$ cat config.mk
export PLATFORM = sky130hd
export DESIGN_NAME = record_time_counter
export DESIGN_NICKNAME = d
export VERILOG_FILES = /design/src/rtl/record_time_counter.sv
export SDC_FILE = /design/constraint.sdc
export NUM_CORES = 1
export LEC_CHECK = 0
export ABC_AREA = 1
export ABC_CLOCK_PERIOD_IN_PS = 1900
export CAP_MARGIN = 5
export CORE_MARGIN = 5
export CORE_UTILIZATION = 38
export DETAILED_ROUTE_END_ITERATION = 7
export HOLD_SLACK_MARGIN = 0.15
export PLACE_DENSITY = 0.67
export RECOVER_POWER = 50
export SETUP_SLACK_MARGIN = 0.15
export SYNTH_ARGS = -nofsm -noshare
export SYNTH_HDL_FRONTEND = slang
export SYNTH_SLANG_ARGS = --single-unit
$ cat constraint.sdc
create_clock -name clock -period 1.9 [get_ports clock]
set_clock_uncertainty 0.05 [all_clocks]
set_input_delay 0.38 -clock clock [delete_from_list [all_inputs] [get_ports clock]]
set_output_delay 0.38 -clock clock [all_outputs]
set_load 0.05 [all_outputs]
$ cat src/rtl/record_time_counter.sv
// Elapsed-seconds BCD counter (00-99) for the recorder session display, with time-limit flag.
// Latency: digits, sec_tick and done update on the same edge that ends each counted second; all outputs registered.
// Backpressure: none; start/stop are 1-cycle pulses and hold is a level that pauses counting.
//
// Ports:
//   clock                 system clock (100 MHz)
//   reset                 synchronous, active-high
//   start / stop / hold   session control from the recorder FSM (priority stop > start > hold)
//   limit_tens/limit_ones BCD time limit; 00 or any digit >9 means "no limit"
//   D_1 / D_0             BCD tens/ones of elapsed seconds, straight to the segment display
//   running               high while in RUN
//   sec_tick              1-cycle pulse on each counted second
//   done                  1-cycle pulse when the limit (or saturation at 99) is reached
//
// Build option: define TIMER_WRAP_EN to make the count wrap 99 -> 00 and keep running
// instead of saturating at 99 and flagging done.

module record_time_counter #(
    parameter int TICK_DIV = 100_000_000,   // clock cycles per counted second, >= 2
    parameter int DIV_W    = 27             // prescaler width, 2**DIV_W >= TICK_DIV
) (
    input  logic       clock,
    input  logic       reset,
    input  logic       start,
    input  logic       stop,
    input  logic       hold,
    input  logic [3:0] limit_ones,
    input  logic [3:0] limit_tens,
    output logic [3:0] D_0,
    output logic [3:0] D_1,
    output logic       running,
    output logic       sec_tick,
    output logic       done
);

    localparam logic [1:0] ST_IDLE  = 2'd0;
    localparam logic [1:0] ST_RUN   = 2'd1;
    localparam logic [1:0] ST_PAUSE = 2'd2;
    localparam logic [1:0] ST_DONE  = 2'd3;

    localparam logic [DIV_W-1:0] TICK_LAST = DIV_W'(TICK_DIV - 1);

    logic [1:0]       state;
    logic [1:0]       state_nxt;
    logic [DIV_W-1:0] presc;
    logic [DIV_W-1:0] presc_nxt;
    logic [3:0]       ones_nxt;
    logic [3:0]       tens_nxt;
    logic             tick_nxt;
    logic             done_nxt;
    logic             count_en;

    // Incremented BCD value, used only when a second actually elapses.
    logic [3:0] inc_ones;
    logic [3:0] inc_tens;
    logic       limit_valid;
    logic       limit_hit;
    logic       at_max;

    always_comb begin
        inc_ones = D_0;
        inc_tens = D_1;
        if (D_0 >= 4'd9) begin
            inc_ones = 4'd0;
            inc_tens = (D_1 >= 4'd9) ? 4'd0 : D_1 + 4'd1;
        end else begin
            inc_ones = D_0 + 4'd1;
        end
    end

    // A limit with a non-BCD digit can never equal a legal count, so it is treated as absent.
    assign limit_valid = ({limit_tens, limit_ones} != 8'h00) &&
                         (limit_ones <= 4'd9) && (limit_tens <= 4'd9);
    assign limit_hit   = limit_valid && (inc_tens == limit_tens) && (inc_ones == limit_ones);
    assign at_max      = (inc_tens == 4'd9) && (inc_ones == 4'd9);

    always_comb begin
        state_nxt = state;
        presc_nxt = presc;
        ones_nxt  = D_0;
        tens_nxt  = D_1;
        tick_nxt  = 1'b0;
        done_nxt  = 1'b0;
        count_en  = 1'b0;

        case (state)
            ST_RUN, ST_PAUSE: begin
                if (stop) begin
                    state_nxt = ST_IDLE;
                end else if (start) begin
                    state_nxt = ST_RUN;
                    presc_nxt = '0;
                    ones_nxt  = 4'd0;
                    tens_nxt  = 4'd0;
                end else if (hold) begin
                    state_nxt = ST_PAUSE;
                end else begin
                    // Releasing hold counts on the same edge, so a second is always
                    // exactly TICK_DIV non-held cycles long.
                    count_en = 1'b1;
                end
            end
            default: begin
                // IDLE and DONE: digits frozen until the next session starts.
                if (stop) begin
                    state_nxt = ST_IDLE;
                end else if (start) begin
                    state_nxt = ST_RUN;
                    presc_nxt = '0;
                    ones_nxt  = 4'd0;
                    tens_nxt  = 4'd0;
                end
            end
        endcase

        if (count_en) begin
            state_nxt = ST_RUN;
            if (presc == TICK_LAST) begin
                presc_nxt = '0;
                tick_nxt  = 1'b1;
                ones_nxt  = inc_ones;
                tens_nxt  = inc_tens;
                if (limit_hit) begin
                    state_nxt = ST_DONE;
                    done_nxt  = 1'b1;
                end
`ifdef TIMER_WRAP_EN
                // 99 -> 00 falls out of the BCD increment; keep counting.
`else
                else if (at_max) begin
                    // Saturate: the display shows 99 and the session ends.
                    state_nxt = ST_DONE;
                    done_nxt  = 1'b1;
                end
`endif
            end else begin
                presc_nxt = presc + DIV_W'(1);
            end
        end
    end

`ifdef TIMER_WRAP_EN
    logic unused_at_max;
    assign unused_at_max = at_max;
`endif

    always_ff @(posedge clock) begin
        if (reset) begin
            state    <= ST_IDLE;
            presc    <= '0;
            D_0      <= 4'd0;
            D_1      <= 4'd0;
            running  <= 1'b0;
            sec_tick <= 1'b0;
            done     <= 1'b0;
        end else begin
            state    <= state_nxt;
            presc    <= presc_nxt;
            D_0      <= ones_nxt;
            D_1      <= tens_nxt;
            running  <= (state_nxt == ST_RUN);
            sec_tick <= tick_nxt;
            done     <= done_nxt;
        end
    end

endmodule

==> impl_metrics.csv, run 1 <==
group,metric,value,unit
synth,synth_top_area_frac,0.310,
timing,finalCritPeriodShare,1.01,
synth,yosysSeqAreaShare,0.310,
global_route,grt_max_degree,13,
synth,synthesis.area,2580,um2
clocking,htreeDepth,2,
synth,post-synth-top-count-cell,"nand2_1",
clocking,cts-buffers-inserted,5,
die,pin_count,24,
global_route,grt_overflow,0,
die,row_count,30,
drt,via_count,2982,
status,violations,"negative setup slack",
die,die_y,92.5,um
job,drv_cap,0,
power_and_ir_drop,power.density,401,nW/um2
drt,drt_iter0_drc,141,
place,io_buffers,23,
timing,worstMarginPinSlew,0.609,ns
layout,area_growth,55.0,%
drt,firstDrtPassIters,5,
die,core,6720,um2
timing,worst_slack,-0.0121,ns
clocking,insertion_delay,0.30,ns
timing,setup_viol_count_final,1,
drt,ant_nets,0,
timing,finalHoldViolCount,0,
status,status,"finished with violations",
global_route,antenna_found_initial,0,
power_and_ir_drop,leakagePower,0.00165,uW
synth,avgSynthCellArea,6.78,um2
synth,synthesis.nets,401,
place,placedCellCount,532,
drt,drt-wirelength-per-cell,14.7,um
global_route,grt_usage,0.184,
synth,syn_inst,381,
worst_setup_path,worstPathRequired,2.09,ns
synth,synth.area.top_cells,"dfxtp_1 (31%), nand2_1 (11%), inv_1 (6.2%)",
worst_setup_path,crit_arrival,2.10,ns
drt,wl,8310,um
synth,ys_warn_count,0,
clocking,cts_max_path_buffers,2,
layout,nets,504,
die,die_x,92.5,um
drt,drcViolationCount,0,
worst_hold_path,hp-class,"reg2reg",
timing,slew_violations,0,
clocking,cts_tree,"done",
die,die_area,8550,um2
clocking,cts-root-buf,"clkbuf_8",
global_route,grt_pass1_vias,2907,
layout,nFillCells,566,
synth,ys_ff_latch,40,
clocking,cts.reportedPaths.clkPinSlew,0.08,ns
synth,synthArstFlopShare,0,
drt,viasPerCell,5.28,
place,dp_hpwl,5490,um
timing,max_slew_margin,0.596,
place,gp_congestion,1.01,
synth,synth_cell_types,40,
worst_setup_path,worst-setup-path-type,"reg2reg",
layout,fin_cells,565,
layout,drive_above_1_share,0.439,
timing,rsz0062_at_grt,"true",
synth,yosys.area.top_type,"dfxtp_1",
worst_setup_path,cp-end-kind,"flip-flop",
worst_setup_path,path_max_fanout,5,
place,dp_slack,-0.229,ns
synth,synthFlopType,"dfxtp_1",
synth,synth-edff-count,0,
clocking,clkSinkCount,40,
die,initial_core_util,0.385,
synth,netlist_top_cells_count,"nand2_1 (79), inv_1 (43), nor2_1 (41), dfxtp_1 (40), nand3_1 (31)",
layout,antenna_cells,0,
global_route,grt_pass1_wl,12700,um
power_and_ir_drop,peakVddDrop,0.219,mV
timing,min_period,1.91,ns
worst_setup_path,cp-start-kind,"flip-flop",
timing,clock.fmax,523,MHz
[cell usage in the layout, fill, tap and decap left out, drive strengths merged, types with 8 or more instances in the layout]
cell type	synthesis	layout
a21oi	20	20
buf	4	75
clkbuf	1	15
clkdlybuf4s50	0	10
dfxtp	40	40
inv	47	47
nand2	91	91
nand3	32	32
nor2	53	53
nor3	31	31
o21ai	19	19
xor2	8	8
[through the flow]
stage / hold WS [ns] / power (uW) / setup TNS, ns / utilization / cell area, um2
final: 0.440 / 1610 / -0.0121 / 0.596 / 4010
after global placement: 0.429 / 1010 / -3.74 / 0.493 / 3310
after global routing: 0.478 / 1660 / -0.733 / 0.596 / 4010
after detailed placement: 0.434 / 1010 / -5.57 / 0.493 / 3310
after floorplan: 0.406 / 929 / 0 / - / 2640
after CTS: 0.445 / 1590 / 0 / 0.539 / 3620
[registers in the layout (all words and copies together), names as in the netlist]
name      flops
presc        27
D_0           4
done          1
D_1           4
state         2
running       1
sec_tick      1
[final timing paths]
path                            cells past startpoint      start  slack, ns   endpoint
worst min-delay path                                2  presc[17]       0.44  presc[17]
worst max-delay path                               13   presc[1]      -0.01     D_0[2]
worst min register to register                      2  presc[17]       0.44  presc[17]
worst max register to register                     13   presc[1]      -0.01     D_0[2]
[critical path, cell delays in order (launching register included)]
cell     delay [ns]
dfxtp_2        0.35
buf_6          0.10
ha_4           0.13
inv_2          0.04
nor2_4         0.14
nand2_4        0.09
nor2_4         0.13
nand2_4        0.08
buf_12         0.13
nor2_4         0.07
nand2_1        0.22
inv_4          0.15
nand3_1        0.09
o21ai_1        0.07
[cells by family after synthesis]
logic type | share of synthesized area
AND/OR/NAND/NOR | 0.426
buffers and inverters | 0.0895
AO/OA/AOI/OAI | 0.110
XOR/XNOR | 0.0305
adder cells (fa/ha/maj) | 0.0339
flip-flops | 0.310
[per-layer routing]
metal | routed length, um | GRT usage
met5 | 0 | 0
met4 | 313 | 0.0928
met3 | 468 | 0.0349
met2 | 4290 | 0.334
met1 | 3240 | 0.203
[power breakdown]
group | switching, uW | internal (uW) | total [uW] | leakage [uW]
Combinational | 103 | 99.9 | 203 | 0.00127
Sequential | 1.90 | 835 | 837 | 0.000333
Clock | 317 | 250 | 567 | 0.0000453
[final cells by class]
class                   instances  area [um2]  area share
clock buffers                   5        68.8      0.0172
inverters                      49         204      0.0509
flip-flops and latches         40         835       0.208
repair buffers                 99         826       0.206
clock inverters                 3        13.8     0.00343
multi-input cells             287        1930       0.481
repair inverters                2        32.5     0.00812
well taps                      80         100      0.0250
[what timing repair did]
| action | CTS | global route |
|---|---|---|
| gates cloned | 1 | 2 |
| setup buffers | 13 | 9 |
| hold buffers | 0 | 0 |
| gates resized for setup | 36 | 87 |
| pin swaps | 11 | 23 |
| endpoints found under the setup margin | 35 | 36 |
| hold endpoints to repair | 0 | 0 |
Power figures use the tool's default switching activity.
==> inputs of run 2 (changes only) <==
ABC_CLOCK_PERIOD_IN_PS = 2200   (was 1900)
clock period = 2.2 ns   (was 1.9 ns; I/O delays follow)
==> run 2 against run 1 <==
  * The flow now finishes without violations
  * Wire length fell by 18%
  * Critical path depth grew 1
  * Register-to-register slack gained 0.25 ns
  * Design area fell by 21%
  * First-iteration DRC count decreased by 2.1%
  * Sequential cell count is the same
  * Non-clock buffer count decreased by 59
  * Sequential share of layout area is 4.8 points higher
  * Largest cell class unchanged
==> impl_metrics.csv, run 2 (synthesized netlist as in run 1, its figures left out) <==
group,metric,value,unit
layout,area_growth,22.1,%
worst_setup_path,cp-start-kind,"flip-flop",
place,io_buffers,23,
global_route,grt_usage,0.164,
worst_setup_path,worstPathRequired,2.40,ns
layout,nets,443,
layout,antenna_cells,0,
drt,wl,6790,um
layout,fin_util,0.470,
drt,drt_iter0_drc,138,
clocking,cts_max_path_buffers,2,
worst_setup_path,crit_arrival,2.16,ns
timing,slew_violations,0,
die,row_count,30,
layout,largestRegisters,"presc: 27 flops, D_0: 4 flops, D_1: 4 flops",
worst_setup_path,worst-setup-path-type,"reg2reg",
clocking,cts-root-buf,"clkbuf_8",
drt,via_count,2606,
timing,worstMarginPinSlew,0.605,ns
power_and_ir_drop,peakVddDrop,0.191,mV
timing,finalHoldViolCount,0,
power_and_ir_drop,leakagePower,0.00125,uW
layout,nFillCells,669,
timing,clock.fmax,510,MHz
global_route,grt_max_degree,18,
die,initial_core_util,0.385,
layout,largest_reg_flops,27,
timing,max_slew_margin,0.598,
power_and_ir_drop,power.density,437,nW/um2
clocking,cts-buffers-inserted,5,
place,gp_congestion,0.920,
timing,fin_hold_ws,0.442,ns
layout,drive_above_1_share,0.177,
clocking,htreeDepth,2,
worst_setup_path,cp-end-kind,"flip-flop",
drt,ant_nets,0,
die,die_area,8550,um2
drt,drcViolationCount,0,
clocking,cts_tree,"done",
worst_hold_path,hp-class,"reg2reg",
power_and_ir_drop,power,1380,uW
timing,setup_viol_count_final,0,
global_route,grt_pass1_wl,11500,um
die,pin_count,24,
drt,viasPerCell,5.17,
die,die_y,92.5,um
die,die_x,92.5,um
place,placedCellCount,490,
timing,rsz0062_at_grt,"true",
drt,drt-wirelength-per-cell,13.5,um
place,dp_hpwl,5290,um
global_route,grt_overflow,0,
timing,finalCritPeriodShare,0.892,
drt,firstDrtPassIters,4,
layout,regMostFlops,"presc",
global_route,grt_pass1_vias,2556,
clocking,insertion_delay,0.31,ns
timing,min_period,1.96,ns
clocking,clkSinkCount,40,
layout,fin_cells,504,
job,drv_cap,0,
clocking,cts.reportedPaths.clkPinSlew,0.09,ns
worst_setup_path,path_max_fanout,8,
global_route,antenna_found_initial,0,
layout,final_common_cell,"nand2_1",
status,status,"complete, no violations",
layout,final_cell_mix,"nand2_1 (76), nor2_1 (43), inv_1 (42), dfxtp_1 (36), nand3_1 (31)",
die,core,6720,um2
timing,tns,0,ns
run 2: timing repair:
action | in CTS | in global routing
hold buffers | 0 | 0
resized for setup | 6 | 21
pin swaps | 2 | 8
buffers inserted | 1 | 5
endpoints found under the setup margin | 7 | 17
run 2: worst paths after layout:
kind	slack (ns)	cells past startpoint	startpoint	to
min	0.44	2	presc[0]	presc[0]
max	0.24	14	D_0[0]	state[1]
max reg2reg	0.24	14	D_0[0]	state[1]
min reg2reg	0.44	2	presc[0]	presc[0]
run 2: cell type report:
type                       instances  area (um2)  share of cell area
clock inverter                     2        15.0             0.00476
tap                               80         100              0.0317
multi-input combinational        287        1610               0.509
clock buffer                       6        82.6              0.0262
sequential                        40         808               0.256
timing repair buffer              40         354               0.112
inverter                          49         191              0.0606
run 2: critical path, stage by stage (launching register included):
cell and delay (ns):
dfxtp_4 0.42, inv_4 0.06, ha_4 0.16, nand2_2 0.09, nand2_4 0.07, buf_12 0.15
buf_4 0.14, nand2_4 0.07, xor2_1 0.14, nand2_1 0.07, nor2_2 0.07, nand3_1 0.08
nand2_1 0.10, nand2_2 0.08, a21oi_2 0.14
run 2: metal layers:
metal	track usage	wire length, um	vias to the layer above
met5	0	0	-
met4	0.0755	132	0
met3	0.0406	354	13
met2	0.279	3360	67
met1	0.194	2940	1192
li1	-	-	1334
run 2: power breakdown:
part | internal (uW) | switching (uW)
Combinational | 49.5 | 61.3
Sequential | 725 | 2.13
Clock | 254 | 288
run 2: per-stage QoR:
step / cell area [um2] / worst slack [ns]
4_1_cts: 3080 / 0.154
3_3_place_gp: 2980 / 0.0404
2_1_floorplan: 2590 / 0.160
3_5_place_dp: 2980 / 0.00355
5_1_grt: 3160 / 0.0742
6_report: 3160 / 0.238
